<file path="src/rtl/ps2_pkg.sv">
// Shared definitions for the PS/2 scancode receiver: frame states, prefix
// codes, silently dropped controller replies and ps2_key field positions.
package ps2_pkg;

    localparam int unsigned BYTE_W     = 8;
    localparam int unsigned KEY_W      = 11;
    localparam int unsigned SKIP_W     = 3;

    localparam int unsigned KEY_TOGGLE = 10;
    localparam int unsigned KEY_PRESS  = 9;
    localparam int unsigned KEY_EXT    = 8;

    typedef logic [1:0] ps2_state_t;
    localparam ps2_state_t ST_IDLE   = 2'd0;
    localparam ps2_state_t ST_DATA   = 2'd1;
    localparam ps2_state_t ST_PARITY = 2'd2;
    localparam ps2_state_t ST_STOP   = 2'd3;

    localparam logic [BYTE_W-1:0] PS2_EXT   = 8'hE0;
    localparam logic [BYTE_W-1:0] PS2_REL   = 8'hF0;
    localparam logic [BYTE_W-1:0] PS2_PAUSE = 8'hE1;

    // Fake shift codes injected by PrintScreen / Ins under an E0 prefix
    localparam logic [BYTE_W-1:0] PS2_FAKE_LSHIFT = 8'h12;
    localparam logic [BYTE_W-1:0] PS2_FAKE_RSHIFT = 8'h59;

    // Bytes of the Pause sequence still to swallow after its leading E1
    localparam int unsigned PAUSE_SKIP = 7;

    // Keyboard replies/status bytes that never map to a key
    function automatic logic is_discard(input logic [BYTE_W-1:0] b);
        case (b)
            8'hFA, 8'hAA, 8'hEE, 8'hFE, 8'hFC, 8'h00, 8'hFF: return 1'b1;
            default:                                           return 1'b0;
        endcase
    endfunction

endpackage

</file>
<file path="src/rtl/ps2_rx_frame.sv">
// PS/2 line receiver: synchronises and filters the raw pins, deserialises
// 11-bit frames and reports each good byte or a frame error as a 1-cycle pulse.
module ps2_rx_frame
    import ps2_pkg::*;
#(
    parameter int unsigned FILTER_LEN     = 8,
    parameter int unsigned TIMEOUT_CYCLES = 56000
) (
    input  logic              clk,
    input  logic              rst_n,
    input  logic              ps2_clk_i,
    input  logic              ps2_data_i,
    output logic [BYTE_W-1:0] byte_o,
    output logic              byte_valid_o,
    output logic              frame_err_o
);

    localparam int unsigned FLT_W = 8;
    localparam int unsigned TO_W  = $clog2(TIMEOUT_CYCLES + 1);
    localparam int unsigned BIT_W = 3;

    logic [1:0]        clk_sync_q, data_sync_q;
    logic              filt_q, filt_d;
    logic [FLT_W-1:0]  flt_cnt_q, flt_cnt_d;
    logic              fall_q, fall_d;
    ps2_state_t        state_q, state_d;
    logic [BIT_W-1:0]  bit_cnt_q, bit_cnt_d;
    logic [BYTE_W-1:0] shift_q, shift_d;
    logic              par_ok_q, par_ok_d;
    logic [TO_W-1:0]   to_cnt_q, to_cnt_d;
    logic              valid_q, valid_d;
    logic              err_q, err_d;
    logic              data_s;

    assign data_s       = data_sync_q[1];
    assign byte_o       = shift_q;
    assign byte_valid_o = valid_q;
    assign frame_err_o  = err_q;

    // Lines idle high, so the synchronisers and filter reset to 1
    always_ff @(posedge clk or negedge rst_n) begin
        if (!rst_n) begin
            clk_sync_q  <= 2'b11;
            data_sync_q <= 2'b11;
            filt_q      <= 1'b1;
            flt_cnt_q   <= '0;
            fall_q      <= 1'b0;
            state_q     <= ST_IDLE;
            bit_cnt_q   <= '0;
            shift_q     <= '0;
            par_ok_q    <= 1'b0;
            to_cnt_q    <= '0;
            valid_q     <= 1'b0;
            err_q       <= 1'b0;
        end else begin
            clk_sync_q  <= {clk_sync_q[0], ps2_clk_i};
            data_sync_q <= {data_sync_q[0], ps2_data_i};
            filt_q      <= filt_d;
            flt_cnt_q   <= flt_cnt_d;
            fall_q      <= fall_d;
            state_q     <= state_d;
            bit_cnt_q   <= bit_cnt_d;
            shift_q     <= shift_d;
            par_ok_q    <= par_ok_d;
            to_cnt_q    <= to_cnt_d;
            valid_q     <= valid_d;
            err_q       <= err_d;
        end
    end

    // Level filter: flip only after FILTER_LEN consecutive opposite samples
    always_comb begin
        filt_d    = filt_q;
        flt_cnt_d = '0;
        fall_d    = 1'b0;
        if (clk_sync_q[1] != filt_q) begin
            if (flt_cnt_q == FLT_W'(FILTER_LEN - 1)) begin
                filt_d = clk_sync_q[1];
                fall_d = ~clk_sync_q[1];
            end else begin
                flt_cnt_d = flt_cnt_q + FLT_W'(1);
            end
        end
    end

    always_comb begin
        state_d   = state_q;
        bit_cnt_d = bit_cnt_q;
        shift_d   = shift_q;
        par_ok_d  = par_ok_q;
        to_cnt_d  = '0;
        valid_d   = 1'b0;
        err_d     = 1'b0;

        if (state_q != ST_IDLE && !fall_q) begin
            if (to_cnt_q == TO_W'(TIMEOUT_CYCLES - 1)) begin
                err_d   = 1'b1;
                state_d = ST_IDLE;
            end else begin
                to_cnt_d = to_cnt_q + TO_W'(1);
            end
        end

        if (fall_q) begin
            case (state_q)
                ST_IDLE: begin
                    if (!data_s) begin
                        state_d   = ST_DATA;
                        bit_cnt_d = '0;
                    end
                end
                ST_DATA: begin
                    shift_d = {data_s, shift_q[BYTE_W-1:1]};
                    if (bit_cnt_q == BIT_W'(BYTE_W - 1)) begin
                        state_d = ST_PARITY;
                    end else begin
                        bit_cnt_d = bit_cnt_q + BIT_W'(1);
                    end
                end
                ST_PARITY: begin
                    par_ok_d = ^{shift_q, data_s};
                    state_d  = ST_STOP;
                end
                default: begin
                    if (data_s && par_ok_q) begin
                        valid_d = 1'b1;
                    end else begin
                        err_d = 1'b1;
                    end
                    state_d = ST_IDLE;
                end
            endcase
        end
    end

endmodule

</file>
<file path="src/rtl/ps2_scancode_rx.sv">
// PS/2 keyboard front end: folds E0/F0/E1 prefix sequences into one
// {toggle, press, extended, code} event word for the ZX matrix block.
module ps2_scancode_rx
    import ps2_pkg::*;
#(
    parameter int unsigned FILTER_LEN     = 8,
    parameter int unsigned TIMEOUT_CYCLES = 56000
) (
    input  logic             clk,
    input  logic             reset_n,
    input  logic             ps2_clk,
    input  logic             ps2_data,
    output logic [KEY_W-1:0] ps2_key,
    output logic             frame_err
);

    logic [BYTE_W-1:0] rx_byte;
    logic              rx_valid;
    logic              rx_err;

    logic [KEY_W-1:0]  key_q, key_d;
    logic              ext_q, ext_d;
    logic              rel_q, rel_d;
    logic [SKIP_W-1:0] skip_q, skip_d;
    logic              fake_shift;

    ps2_rx_frame #(
        .FILTER_LEN     (FILTER_LEN),
        .TIMEOUT_CYCLES (TIMEOUT_CYCLES)
    ) u_frame (
        .clk          (clk),
        .rst_n        (reset_n),
        .ps2_clk_i    (ps2_clk),
        .ps2_data_i   (ps2_data),
        .byte_o       (rx_byte),
        .byte_valid_o (rx_valid),
        .frame_err_o  (rx_err)
    );

    assign ps2_key    = key_q;
    assign frame_err  = rx_err;
    assign fake_shift = (rx_byte == PS2_FAKE_LSHIFT) || (rx_byte == PS2_FAKE_RSHIFT);

    always_ff @(posedge clk or negedge reset_n) begin
        if (!reset_n) begin
            key_q  <= '0;
            ext_q  <= 1'b0;
            rel_q  <= 1'b0;
            skip_q <= '0;
        end else begin
            key_q  <= key_d;
            ext_q  <= ext_d;
            rel_q  <= rel_d;
            skip_q <= skip_d;
        end
    end

    // Prefix decoder; first matching rule wins
    always_comb begin
        key_d  = key_q;
        ext_d  = ext_q;
        rel_d  = rel_q;
        skip_d = skip_q;
        if (rx_err) begin
            ext_d  = 1'b0;
            rel_d  = 1'b0;
            skip_d = '0;
        end else if (rx_valid) begin
            if (skip_q != '0) begin
                skip_d = skip_q - SKIP_W'(1);
            end else if (rx_byte == PS2_PAUSE) begin
                skip_d = SKIP_W'(PAUSE_SKIP);
            end else if (rx_byte == PS2_EXT) begin
                ext_d = 1'b1;
            end else if (rx_byte == PS2_REL) begin
                rel_d = 1'b1;
            end else if (ext_q && fake_shift) begin
                ext_d = 1'b0;
                rel_d = 1'b0;
            end else if (ext_q || rel_q || !is_discard(rx_byte)) begin
                key_d[KEY_TOGGLE]   = ~key_q[KEY_TOGGLE];
                key_d[KEY_PRESS]    = ~rel_q;
                key_d[KEY_EXT]      = ext_q;
                key_d[BYTE_W-1:0]   = rx_byte;
                ext_d = 1'b0;
                rel_d = 1'b0;
            end
        end
    end

endmodule

</file>
<file path="config.mk">
export PLATFORM = sky130hd
export DESIGN_NAME = ps2_scancode_rx
export DESIGN_NICKNAME = d
export VERILOG_FILES = /design/src/rtl/ps2_pkg.sv /design/src/rtl/ps2_rx_frame.sv /design/src/rtl/ps2_scancode_rx.sv
export SDC_FILE = /design/constraint.sdc
export NUM_CORES = 1
export LEC_CHECK = 0
export BUFFER_PORTS_ARGS = -buffer_cell sky130_fd_sc_hd__clkbuf_2
export CAP_MARGIN = 20
export CORE_MARGIN = 1.5
export CORE_UTILIZATION = 45
export CTS_CLUSTER_DIAMETER = 100
export DETAILED_ROUTE_END_ITERATION = 7
export HOLD_SLACK_MARGIN = 0.12
export PLACE_DENSITY = 0.71
export SYNTH_ARGS = -nofsm -noshare
export SYNTH_HDL_FRONTEND = slang
export SYNTH_SLANG_ARGS = --single-unit
</file>
<file path="constraint.sdc">
create_clock -name clk -period 2 [get_ports clk]
set_input_delay 0.3 -clock clk [delete_from_list [all_inputs] [get_ports clk]]
set_output_delay 0.3 -clock clk [all_outputs]
set_load 0.01 [all_outputs]
</file>
# == Yosys cells after proc, flatten, opt, wreduce, memory -nomap -nowiden ==
# Cells that the tools add are included.
# classes
add_sub_neg,4
n_eq_ne,23
mux,49
bitwise_logic,9
n_reduce_logical,28
# op_table
cell,count
8-bit == test (second input constant),9
1-bit 2-to-1 mux,32
16-bit 2-to-1 mux,2
3-bit 2-to-1 mux,6
16-bit by 1-bit adder with 16-bit output (second input constant),1
16-bit == test (second input constant),1
8-bit 2-to-1 mux,2
2-bit 2-to-1 mux,5
5-bit AND reduction,2
1-bit inverter,9
9-bit parity,1
8-bit by 1-bit adder with 8-bit output (second input constant),1
8-bit by 3-bit == test with 1-bit output (second input constant),1
8-bit by 5-bit == test with 1-bit output (second input constant),1
8-bit by 7-bit == test with 1-bit output (second input constant),1
8-bit zero test,1
2-bit AND reduction,4
8-bit AND reduction,1
4-bit nonzero test,2
7-bit OR reduction,1
2-bit by 1-bit != test with 1-bit output (second input constant),3
2-bit one-hot mux with 3 select lines,1
3-bit one-hot mux with 2 select lines,1
2-bit nonzero test,3
15 further kinds,22
# totals
reg_bits,62
word_cells,129

# == Depth between registers and ports, before layout ==
# Gate-level depths: netlist of the first run.
# logic_depth
word_depth,20
ltp_mapped,7
mapped_depth_nobuf,6

# == Modules after synthesis ==
# Synthesis of the first run repeated with hierarchy kept, for this count alone.
# unflattened
cells_unflattened,275
area_unflattened_um2,3066.7
# by_module_without_submodules
mod,instances,cells_each,area_per_inst_um2
ps2_rx_frame,1,193,2162.1
ps2_scancode_rx,1,82,904.6

# == Worst setup path before layout of the first run ==
# Ideal clock, no wire load.
# synth_timing
path_type,register to register
startpoint,"register u_frame.shift_q[4], in the netlist u_frame.byte_o[4]"
endpoint,"register key_q[0], in the netlist ps2_key[0]"
setup_time_ns,0.125
arrival_ns,1.704
required_ns,1.875
path_slack_ns,0.171
path_stages_with_launch,8
synth_period_minus_slack_ns,1.829
cell_sequence,dfrtp_1 > clkbuf_8 > xor2_1 > a2bb2o_4 > nand3_2 > and4_4 > buf_12 > mux2_4
# synth_via
elab_chain_len,13
# synth_rtl
element,line_no,rtl
start: declaration,ps2_rx_frame.sv:28,"logic [BYTE_W-1:0] shift_q, shift_d;"
start signal: assignment,ps2_rx_frame.sv:63,shift_q <= shift_d;
8-bit == test / 8-bit zero test (equally long branches),ps2_pkg.sv:32,case (b)
7-bit OR reduction,ps2_pkg.sv:32,
1-bit 2-to-1 mux,ps2_pkg.sv:32,
1-bit 2-to-1 mux,ps2_scancode_rx.sv:77,end else if (ext_q && fake_shift) begin
1-bit 2-to-1 mux,ps2_scancode_rx.sv:75,end else if (rx_byte == PS2_REL) begin
1-bit 2-to-1 mux,ps2_scancode_rx.sv:73,end else if (rx_byte == PS2_EXT) begin
1-bit 2-to-1 mux,ps2_scancode_rx.sv:71,end else if (rx_byte == PS2_PAUSE) begin
1-bit 2-to-1 mux,ps2_scancode_rx.sv:69,if (skip_q != '0) begin
1-bit 2-to-1 mux,ps2_scancode_rx.sv:68,end else if (rx_valid) begin
1-bit 2-to-1 mux,ps2_scancode_rx.sv:64,if (rx_err) begin
1-bit zero test,ps2_scancode_rx.sv:80,end else if (ext_q || rel_q || !is_discard(rx_byte)) begin
1-bit logical OR,ps2_scancode_rx.sv:80,
8-bit AND reduction (no source line) *,--,
end signal: assignment,ps2_scancode_rx.sv:51,key_q <= key_d;
end: declaration,ps2_scancode_rx.sv:21,"logic [KEY_W-1:0] key_q, key_d;"
# Mark *: on every way between the ends. The rest lies on a longest branch, timed or not. The select of a mux whose other input is x is not followed.
# A chain may end at the register's enable or synchronous reset.

# == Worst setup path after layout of the first run ==
# layout_timing
startpoint,"register u_frame.shift_q[4], in the netlist u_frame.byte_o[4]"
endpoint,"register key_q[5], in the netlist ps2_key[5]"
# Same word-level chain as after synthesis.

==> impl_metrics.py, run 1 <==
metrics = {
    "run_status": {
        "status": "complete, no violations",
    },
    "worst_setup_path": {
        "cp_top_family": "flip-flops",
        "crit_required_ps": 2220,
        "path_cells": "xor2_1, a2bb2o_4, nand3_2, and4_4, mux2_2",
        "path_max_fanout": 11,
        "path_buf_inv": 0,
        "cp.arrival_ps": 2130,
        "reg2reg_from": "u_frame.byte_o[4]",
        "startpoint": "u_frame.byte_o[4]",
        "worstSetupStartpointType": "flip-flop",
        "slowest_delay_ps": 470,
        "slowest_stage": "dfrtp_2",
        "path_class": "flip-flop to flip-flop",
        "critPathCaptureType": "flip-flop",
    },
    "hold_path": {
        "min_path_type": "flip-flop to flip-flop",
        "min_from": "u_frame.clk_sync_q[0]",
    },
    "clock_tree": {
        "cts_made_buffers": 9,
        "cts_setup_buffers": 0,
        "clkLatencyLatePin_ps": 330,
        "cts.sinks": 62,
        "cts-root-buf": "clkbuf_8",
        "clkTransAtPathRegs_ps": 60,
        "clk_path_buf_depth": 2,
        "h-tree-depth": 3,
        "cts_tree": "built",
    },
    "sta": {
        "drv_slew": 0,
        "holdWs_ps": 356,
        "relSlewSlack": 0.725,
        "period_minus_slack_ps": 1910,
        "finalHoldViolations": 0,
        "fin_skew_ps": 5.12,
        "period_share": 0.956,
        "rsz0062_at_grt": "false",
        "fmax_ghz": 0.523,
        "fin_tns_setup_ps": 0,
        "finalSetupViolCount": 0,
        "setup_ws_ps": 88.6,
        "tightest_slew_ps": 412,
    },
    "placed_design": {
        "dpl-instance-area_um2": 3130,
        "dp_worst_setup_slack_ps": 44.3,
        "gp_congestion": 0.893,
        "io_buffer_count": 15,
        "post-dp-hpwl_um": 3260,
    },
    "power_and_ir_drop": {
        "p_int_mw": 2.00,
        "seqPwrFrac": 0.522,
        "share_comb_of_total_power": 0.051,
        "power_frac_clock": 0.427,
        "powerDensity_nw_per_um2": 760,
        "power.leakage_nw": 1.52,
        "p_sw_mw": 0.559,
        "peakVddDrop_uv": 500,
        "swShare": 0.219,
    },
    "floorplanning": {
        "die_area_um2": 7180,
        "rows": 29,
        "fp.dieH_um": 84.8,
        "io_pins": 16,
        "coreArea_um2": 6390,
        "die_w_um": 84.8,
        "start_util": 0.471,
    },
    "finish": {
        "final_layout_size_suffix_gt1_frac": 0.235,
        "multi_input_area_um2": 1310,
        "nFillCells": 565,
        "nets": 303,
        "antenna_cells": 0,
        "synthToLayoutAreaGrowth_pct": 11.9,
        "fin_area_um2": 3360,
        "ff_latch_area_um2": 1560,
    },
    "routing": {
        "routed_wl_um": 4810,
        "antenna_left": 0,
        "routed_via_density": 5.22,
        "dr.pass1.iters": 5,
        "drtIter0Drc": 105,
        "vias": 1959,
        "drc": 0,
        "avgRoutedWirePerCell_um": 12.8,
    },
    "global_route": {
        "grt_max_degree": 63,
        "grt_overflow_total": 0,
        "antenna_found_initial": 0,
        "grtUsageTotal": 0.154,
        "grt_pass1_wl_um": 8610,
        "grt_pass1_vias": 1957,
    },
    "yosys": {
        "synth_enable_flop_cells": 0,
        "yosysUniqueCellTypes": 52,
        "syn_area_um2": 3010,
        "synth_cells": 270,
        "syn-num-nets": 280,
        "synth_area_per_cell_um2": 11.1,
        "synth-async-reset-ratio": 1.00,
        "yosysMostFrequentCell": "dfrtp_1",
        "ys_warn_count": 0,
        "ys_seq_area_frac": 0.518,
        "ys_seq_elements": 62,
        "yosys.area.top_type": "dfrtp_1",
        "synth_top_area_frac": 0.474,
        "netlist_top_cells_area": "dfrtp_1 47%, xor2_1 5.0%, dfstp_2 4.4%",
        "synth_ff_type": "dfrtp_1",
        "netlist_top_cells_count": "57 x dfrtp_1, 33 x nor2_1, 21 x nand2_1",
    },
    "job": {
        "cap_violations": 0,
    },
}
[metal layers]
metal | GRT usage | vias up | routed length [um]
li1 | - | 968 | -
met5 | 0 | - | 0
met3 | 0.0639 | 5 | 147
met2 | 0.236 | 34 | 2280
met4 | 0.0616 | 0 | 53
met1 | 0.195 | 952 | 2320
[cell type report]
type / instances / share of cell area
well taps: 77 / 0.0286
clock inverters: 4 / 0.0134
multi-input cells: 186 / 0.388
inverters: 9 / 0.0100
repair buffers: 25 / 0.0506
flip-flops and latches: 62 / 0.463
clock buffers: 12 / 0.0461
[what timing repair did]
action	in CTS	in global routing
hold buffers	3	0
endpoints found under the setup margin	0	10
resized for setup	0	2
endpoints found under the hold margin	59	0
[power by group through the flow]
stage          Combinational (mW)  Clock, mW  Sequential, mW
3_5_place_dp                0.130          0            1.36
4_1_cts                     0.136       1.14            1.33
6_report                    0.130       1.09            1.33
2_1_floorplan              0.0832          0            1.35
5_1_grt                     0.159       1.20            1.34
3_3_place_gp                0.130          0            1.36
[cell usage in the layout (no fill, tap or decap), types with 9 or more instances in the layout]
cell       n
dfrtp_1   56
nor2_1    33
nand2_1   21
xor2_1    17
clkbuf_2  15
xnor2_1   14
nand3_1   11
clkbuf_8  11
o21ai_0   10
inv_1      9
[path summary, 6_finish.rpt]
check,endpoint,slack [ps],depth (start not counted)
max in group asynchronous,u_frame.filt_q,1180,3
min reg2reg,u_frame.clk_sync_q[1],360,0
max,ps2_key[5],90,5
min in group asynchronous,skip_q[1],520,3
max reg2reg,ps2_key[5],90,5
min,u_frame.clk_sync_q[1],360,0
[through the flow]
stage                     utilization  power (mW)  instances
after floorplan                     -        1.43        270
after global placement          0.491        1.49        356
after detailed placement        0.491        1.49        356
after CTS                       0.527        2.61        375
after global routing            0.527        2.70        375
final                           0.527        2.56        375
[cell families after synthesis]
logic type | after synthesis | share of synthesized area
adders and majority gates | 6 | 0.0250
muxes | 17 | 0.0732
xor gates and xnor gates | 31 | 0.0903
buffers and inverters | 22 | 0.0482
and+or+nand+nor | 100 | 0.171
DFF | 62 | 0.518
AOI/OAI and AO/OA | 32 | 0.0745
[sequential cells by signal, summed over array words and instances (netlist names), 2 cells and up]
register             cells
u_frame.byte_o           8
ps2_key                 11
u_frame.to_cnt_q        16
u_frame.clk_sync_q       2
u_frame.data_sync_q      2
u_frame.bit_cnt_q        3
skip_q                   3
u_frame.flt_cnt_q        8
u_frame.state_q          2
(Power assumes the default switching activity.)
==> inputs of run 2 (changes only) <==
Settings changed: CORE_MARGIN 1.5 to not set.
==> run 2 against run 1 <==
  * Via count increased by 2.5%
  * Routed wire length up 6.4%
  * Final cell count grew 1.1%
  * Combinational power is 3% higher
  * Non-clock buffer count increased by 4
  * First-iteration DRC count shrank 41%
  * Global-route usage grew 1.1 points
  * Maximum frequency up 1.3%
  * Flip-flop and latch count did not move
  * Worst hold slack barely moved
  * Setup slack better by 24 ps
  * Register-to-register slack improved by 20 ps
==> impl_metrics.py, run 2 (synthesis gave the netlist of run 1 again) <==
metrics = {
    "clock_tree": {
        "cts_tree": "built",
        "cts_setup_buffers": 0,
        "cts_made_buffers": 9,
        "clkLatencyLatePin_ps": 340,
        "h-tree-depth": 3,
        "cts.sinks": 62,
        "clk_path_buf_depth": 2,
        "clkTransAtPathRegs_ps": 70,
        "cts-root-buf": "clkbuf_8",
    },
    "finish": {
        "top_register": "u_frame.to_cnt_q",
        "mostFrequentLayoutCells": "56 x dfrtp_1, 33 x nor2_1, 21 x nand2_1",
        "antenna_cells": 0,
        "utilization": 0.534,
        "layout_commonest_cell": "dfrtp_1",
        "synthToLayoutAreaGrowth_pct": 13.4,
        "final_layout_size_suffix_gt1_frac": 0.242,
        "nets": 307,
        "largest_reg_flops": 16,
    },
    "power_and_ir_drop": {
        "swShare": 0.212,
        "seqPwrFrac": 0.502,
        "power_frac_clock": 0.447,
        "p_sw_mw": 0.563,
        "power.leakage_nw": 1.55,
        "peakVddDrop_uv": 559,
        "share_comb_of_total_power": 0.050,
        "p_int_mw": 2.09,
        "powerDensity_nw_per_um2": 779,
        "power_mw": 2.66,
    },
    "global_route": {
        "grt_use_met1": 0.206,
        "grtUsageTotal": 0.165,
        "grt_pass1_vias": 1998,
        "grt_overflow_total": 0,
        "grt_pass1_wl_um": 9170,
        "met3_usage": 0.0603,
        "grt_use_met2": 0.262,
        "grt.busiest_layer": "met2",
        "antenna_found_initial": 0,
        "grt_max_degree": 27,
    },
    "routing": {
        "avgRoutedWirePerCell_um": 13.5,
        "dr.pass1.iters": 4,
        "antenna_left": 0,
        "drc": 0,
        "routed_via_density": 5.30,
        "vias": 2007,
        "routed_wl_um": 5110,
        "drtIter0Drc": 62,
    },
    "placed_design": {
        "post-dp-hpwl_um": 3530,
        "gp_congestion": 0.867,
        "dp_worst_setup_slack_ps": 73.7,
        "io_buffer_count": 15,
    },
    "sta": {
        "drv_slew": 0,
        "finalSetupViolCount": 0,
        "fmax_ghz": 0.530,
        "fin_skew_ps": 5.56,
        "rsz0062_at_grt": "false",
        "fin_tns_setup_ps": 0,
        "finalHoldViolations": 0,
        "period_share": 0.944,
        "setup_ws_ps": 113,
        "period_minus_slack_ps": 1890,
        "relSlewSlack": 0.645,
        "tightest_slew_ps": 532,
    },
    "worst_setup_path": {
        "path_class": "flip-flop to flip-flop",
        "worstSetupStartpointType": "flip-flop",
        "startpoint": "u_frame.byte_o[4]",
        "crit_required_ps": 2230,
        "reg2reg_from": "u_frame.byte_o[4]",
        "cp.arrival_ps": 2110,
        "path_max_fanout": 11,
        "critPathCaptureType": "flip-flop",
    },
    "floorplanning": {
        "coreArea_um2": 6390,
        "io_pins": 16,
        "start_util": 0.471,
        "fp.dieH_um": 83.8,
        "die_area_um2": 7010,
        "rows": 29,
        "die_w_um": 83.8,
    },
    "hold_path": {
        "min_path_type": "flip-flop to flip-flop",
        "min_from": "u_frame.clk_sync_q[0]",
    },
    "run_status": {
        "status": "complete, no violations",
    },
    "job": {
        "cap_violations": 0,
    },
}
[run 2: cell count changes in the layout (fill, tap and decap cells not counted), sizes merged]
cell	change
clkinv	-1
buf	+4
bufinv	+1
[run 2: per-layer routing]
| layer | wire, um | share of wire |
|---|---|---|
| met4 | 82 | 0.016 |
| met5 | 0 | 0 |
| met1 | 2400 | 0.47 |
| met2 | 2460 | 0.48 |
| met3 | 177 | 0.035 |
[run 2: final cells by class]
type	instances	area (um^2)
clock buffer	12	145
clock inverter	4	70.1
fill	583	2980
inverter	9	33.8
multi-input combinational	186	1310
sequential	62	1560
tap	77	96.3
timing repair buffer	29	200
[run 2: worst paths after layout]
check | end | slack (ps) | depth (start not counted)
setup / recovery | ps2_key[5] | 110 | 5
hold / removal | u_frame.clk_sync_q[1] | 360 | 0
setup reg to reg | ps2_key[5] | 110 | 5
hold reg to reg | u_frame.clk_sync_q[1] | 360 | 0
max in group asynchronous | u_frame.clk_sync_q[1] | 850 | 3
min in group asynchronous | u_frame.par_ok_q | 470 | 2
[run 2: repair_timing]
action,in CTS,in global routing
endpoints found under the hold margin,18,0
hold buffers,3,0
setup endpoints to repair,0,7
gates resized for setup,0,2
[run 2: worst max-delay path, stage by stage, from the launching register on]
cell      delay (ps)
dfrtp_2          470
xor2_1           260
a2bb2o_4         240
nand3_2           90
and4_4           350
mux2_2           360
[run 2: power groups by stage]
stage / Clock [mW] / Sequential, mW / Combinational (mW)
after floorplan: 0 / 1.35 / 0.0832
after global placement: 0 / 1.36 / 0.132
after detailed placement: 0 / 1.36 / 0.135
after CTS: 1.23 / 1.33 / 0.140
after global routing: 1.29 / 1.34 / 0.156
final: 1.19 / 1.33 / 0.134
[run 2: metrics by stage]
| stage | area, um^2 | std cells | hold WS [ps] |
|---|---|---|---|
| 6_report | 3410 | 379 | 356 |
| 3_3_place_gp | 3160 | 360 | 318 |
| 5_1_grt | 3410 | 379 | 361 |
| 2_1_floorplan | 3010 | 270 | 4.41 |
| 3_5_place_dp | 3160 | 360 | 314 |
| 4_1_cts | 3410 | 379 | 357 |
==> inputs of run 3 (changes only) <==
Settings changed: MAX_ROUTING_LAYER set to met4.
Clock period 2 ns to 2.26 ns, I/O delays scaled along.
==> run 3 against run 2 <==
  * Non-clock buffer count shrank 7
  * Register-to-register slack better by 170 ps
  * Routed wire length decreased by 4.9%
  * Sequential power decreased by 11%
  * Critical endpoint unchanged
==> impl_metrics.py, run 3 (synthesis gave the netlist of run 1 again) <==
metrics = {
    "clock_tree": {
        "cts_setup_buffers": 0,
        "cts_made_buffers": 9,
        "clkTransAtPathRegs_ps": 70,
        "cts_tree": "built",
        "hold_buffers": 3,
        "clkLatencyLatePin_ps": 340,
        "h-tree-depth": 3,
        "cts-root-buf": "clkbuf_8",
        "cts.sinks": 62,
        "clk_path_buf_depth": 2,
        "ctsResizeCount": 0,
    },
    "worst_setup_path": {
        "cp.arrival_ps": 2210,
        "crit_required_ps": 2490,
        "cp_top_family": "flip-flops",
        "path_class": "flip-flop to flip-flop",
        "path_buf_inv": 0,
        "path_max_fanout": 11,
        "path_cells": "xor2_1, a2bb2o_4, nand3_2, and4_4, mux2_2",
        "critPathCaptureType": "flip-flop",
        "slowest_stage": "dfrtp_1",
        "slowest_delay_ps": 510,
        "worstSetupStartpointType": "flip-flop",
    },
    "finish": {
        "mostFrequentLayoutCells": "57 x dfrtp_1, 33 x nor2_1, 21 x nand2_1",
        "antenna_cells": 0,
        "nets": 300,
        "layout_commonest_cell": "dfrtp_1",
        "largest_reg_flops": 16,
        "final_layout_size_suffix_gt1_frac": 0.227,
        "nFillCells": 591,
        "top_register": "u_frame.to_cnt_q",
        "synthToLayoutAreaGrowth_pct": 10.6,
    },
    "global_route": {
        "grt_overflow_total": 0,
        "grt_max_degree": 29,
        "grt.busiest_layer": "met2",
        "grt_use_met1": 0.212,
        "met3_usage": 0.0475,
        "grtUsageTotal": 0.166,
        "grt_use_met2": 0.233,
        "antenna_found_initial": 0,
        "grt_pass1_vias": 1934,
        "grt_pass1_wl_um": 8710,
    },
    "routing": {
        "dr.pass1.iters": 4,
        "routed_via_density": 5.27,
        "avgRoutedWirePerCell_um": 13.1,
        "antenna_left": 0,
        "routed_wl_um": 4860,
        "vias": 1961,
        "drtIter0Drc": 111,
        "drc": 0,
    },
    "power_and_ir_drop": {
        "powerDensity_nw_per_um2": 683,
        "share_comb_of_total_power": 0.054,
        "p_sw_mw": 0.535,
        "power_mw": 2.27,
        "peakVddDrop_uv": 368,
        "power_frac_clock": 0.425,
        "swShare": 0.235,
        "power.leakage_nw": 1.50,
        "seqPwrFrac": 0.521,
        "p_int_mw": 1.74,
    },
    "sta": {
        "tightest_slew_ps": 719,
        "fin_skew_ps": 10.9,
        "setup_ws_ps": 279,
        "rsz0062_at_grt": "false",
        "fmax_ghz": 0.505,
        "finalHoldViolations": 0,
        "period_share": 0.877,
        "period_minus_slack_ps": 1980,
        "finalSetupViolCount": 0,
        "drv_slew": 0,
        "fin_tns_setup_ps": 0,
        "relSlewSlack": 0.521,
    },
    "floorplanning": {
        "io_pins": 16,
        "fp.dieH_um": 83.8,
        "coreArea_um2": 6390,
        "rows": 29,
        "start_util": 0.471,
        "die_area_um2": 7010,
        "die_w_um": 83.8,
    },
    "hold_path": {
        "min_path_type": "flip-flop to flip-flop",
    },
    "placed_design": {
        "io_buffer_count": 15,
        "dp_worst_setup_slack_ps": 283,
        "gp_congestion": 0.807,
        "post-dp-hpwl_um": 3270,
    },
    "job": {
        "cap_violations": 0,
    },
    "run_status": {
        "status": "complete, no violations",
    },
}
[run 3: layout make-up]
type                       count  area (um^2)  share of cell area
timing repair buffer          22          135              0.0406
tap                           77         96.3              0.0290
clock buffer                  10          138              0.0414
multi-input combinational    186         1310               0.392
sequential                    62         1560               0.468
clock inverter                 6         61.3              0.0184
inverter                       9         33.8              0.0102
[run 3: worst register-to-register path, delay by kind of cell, from the launching register on]
family | cells | cell delay, ps
AO/OA/AOI/OAI | 1 | 250
multiplexers | 1 | 360
flip-flops | 1 | 510
XOR/XNOR | 1 | 300
AND/OR/NAND/NOR | 2 | 450
[run 3: power by group through the flow]
| stage | sequential (mW) | clock [mW] | combinational [mW] |
|---|---|---|---|
| finish | 1.18 | 0.967 | 0.123 |
| detailed placement | 1.20 | 0 | 0.118 |
| global route | 1.19 | 1.05 | 0.141 |
| floorplan | 1.19 | 0 | 0.0736 |
| global placement | 1.20 | 0 | 0.114 |
| CTS | 1.18 | 1.00 | 0.125 |
[run 3: path summary, 6_finish.rpt]
kind                            cells after the start  slack, ps                    end                  start
worst min register to register                      0        360  u_frame.clk_sync_q[1]  u_frame.clk_sync_q[0]
worst max-delay path                                5        280             ps2_key[5]      u_frame.byte_o[4]
max in group asynchronous                           3       1040                  rel_q                reset_n
min in group asynchronous                           2        580              skip_q[1]                reset_n
worst max register to register                      5        280             ps2_key[5]      u_frame.byte_o[4]
worst min-delay path                                0        360  u_frame.clk_sync_q[1]  u_frame.clk_sync_q[0]
[run 3: metrics by stage]
stage	utilization	instances	hold WS (ps)	area, um^2
4_1_cts	0.521	372	357	3330
5_1_grt	0.521	372	361	3330
3_5_place_dp	0.485	353	347	3100
6_report	0.521	372	356	3330
3_3_place_gp	0.485	353	347	3100
2_1_floorplan	-	270	43.4	3010
[run 3: routing by layer]
metal  vias to the layer above  routed length (um)
li1                        964                   -
met1                       957                2480
met2                        27                2100
met3                        13                 150
met4                         0                 127
met5                         -                   0
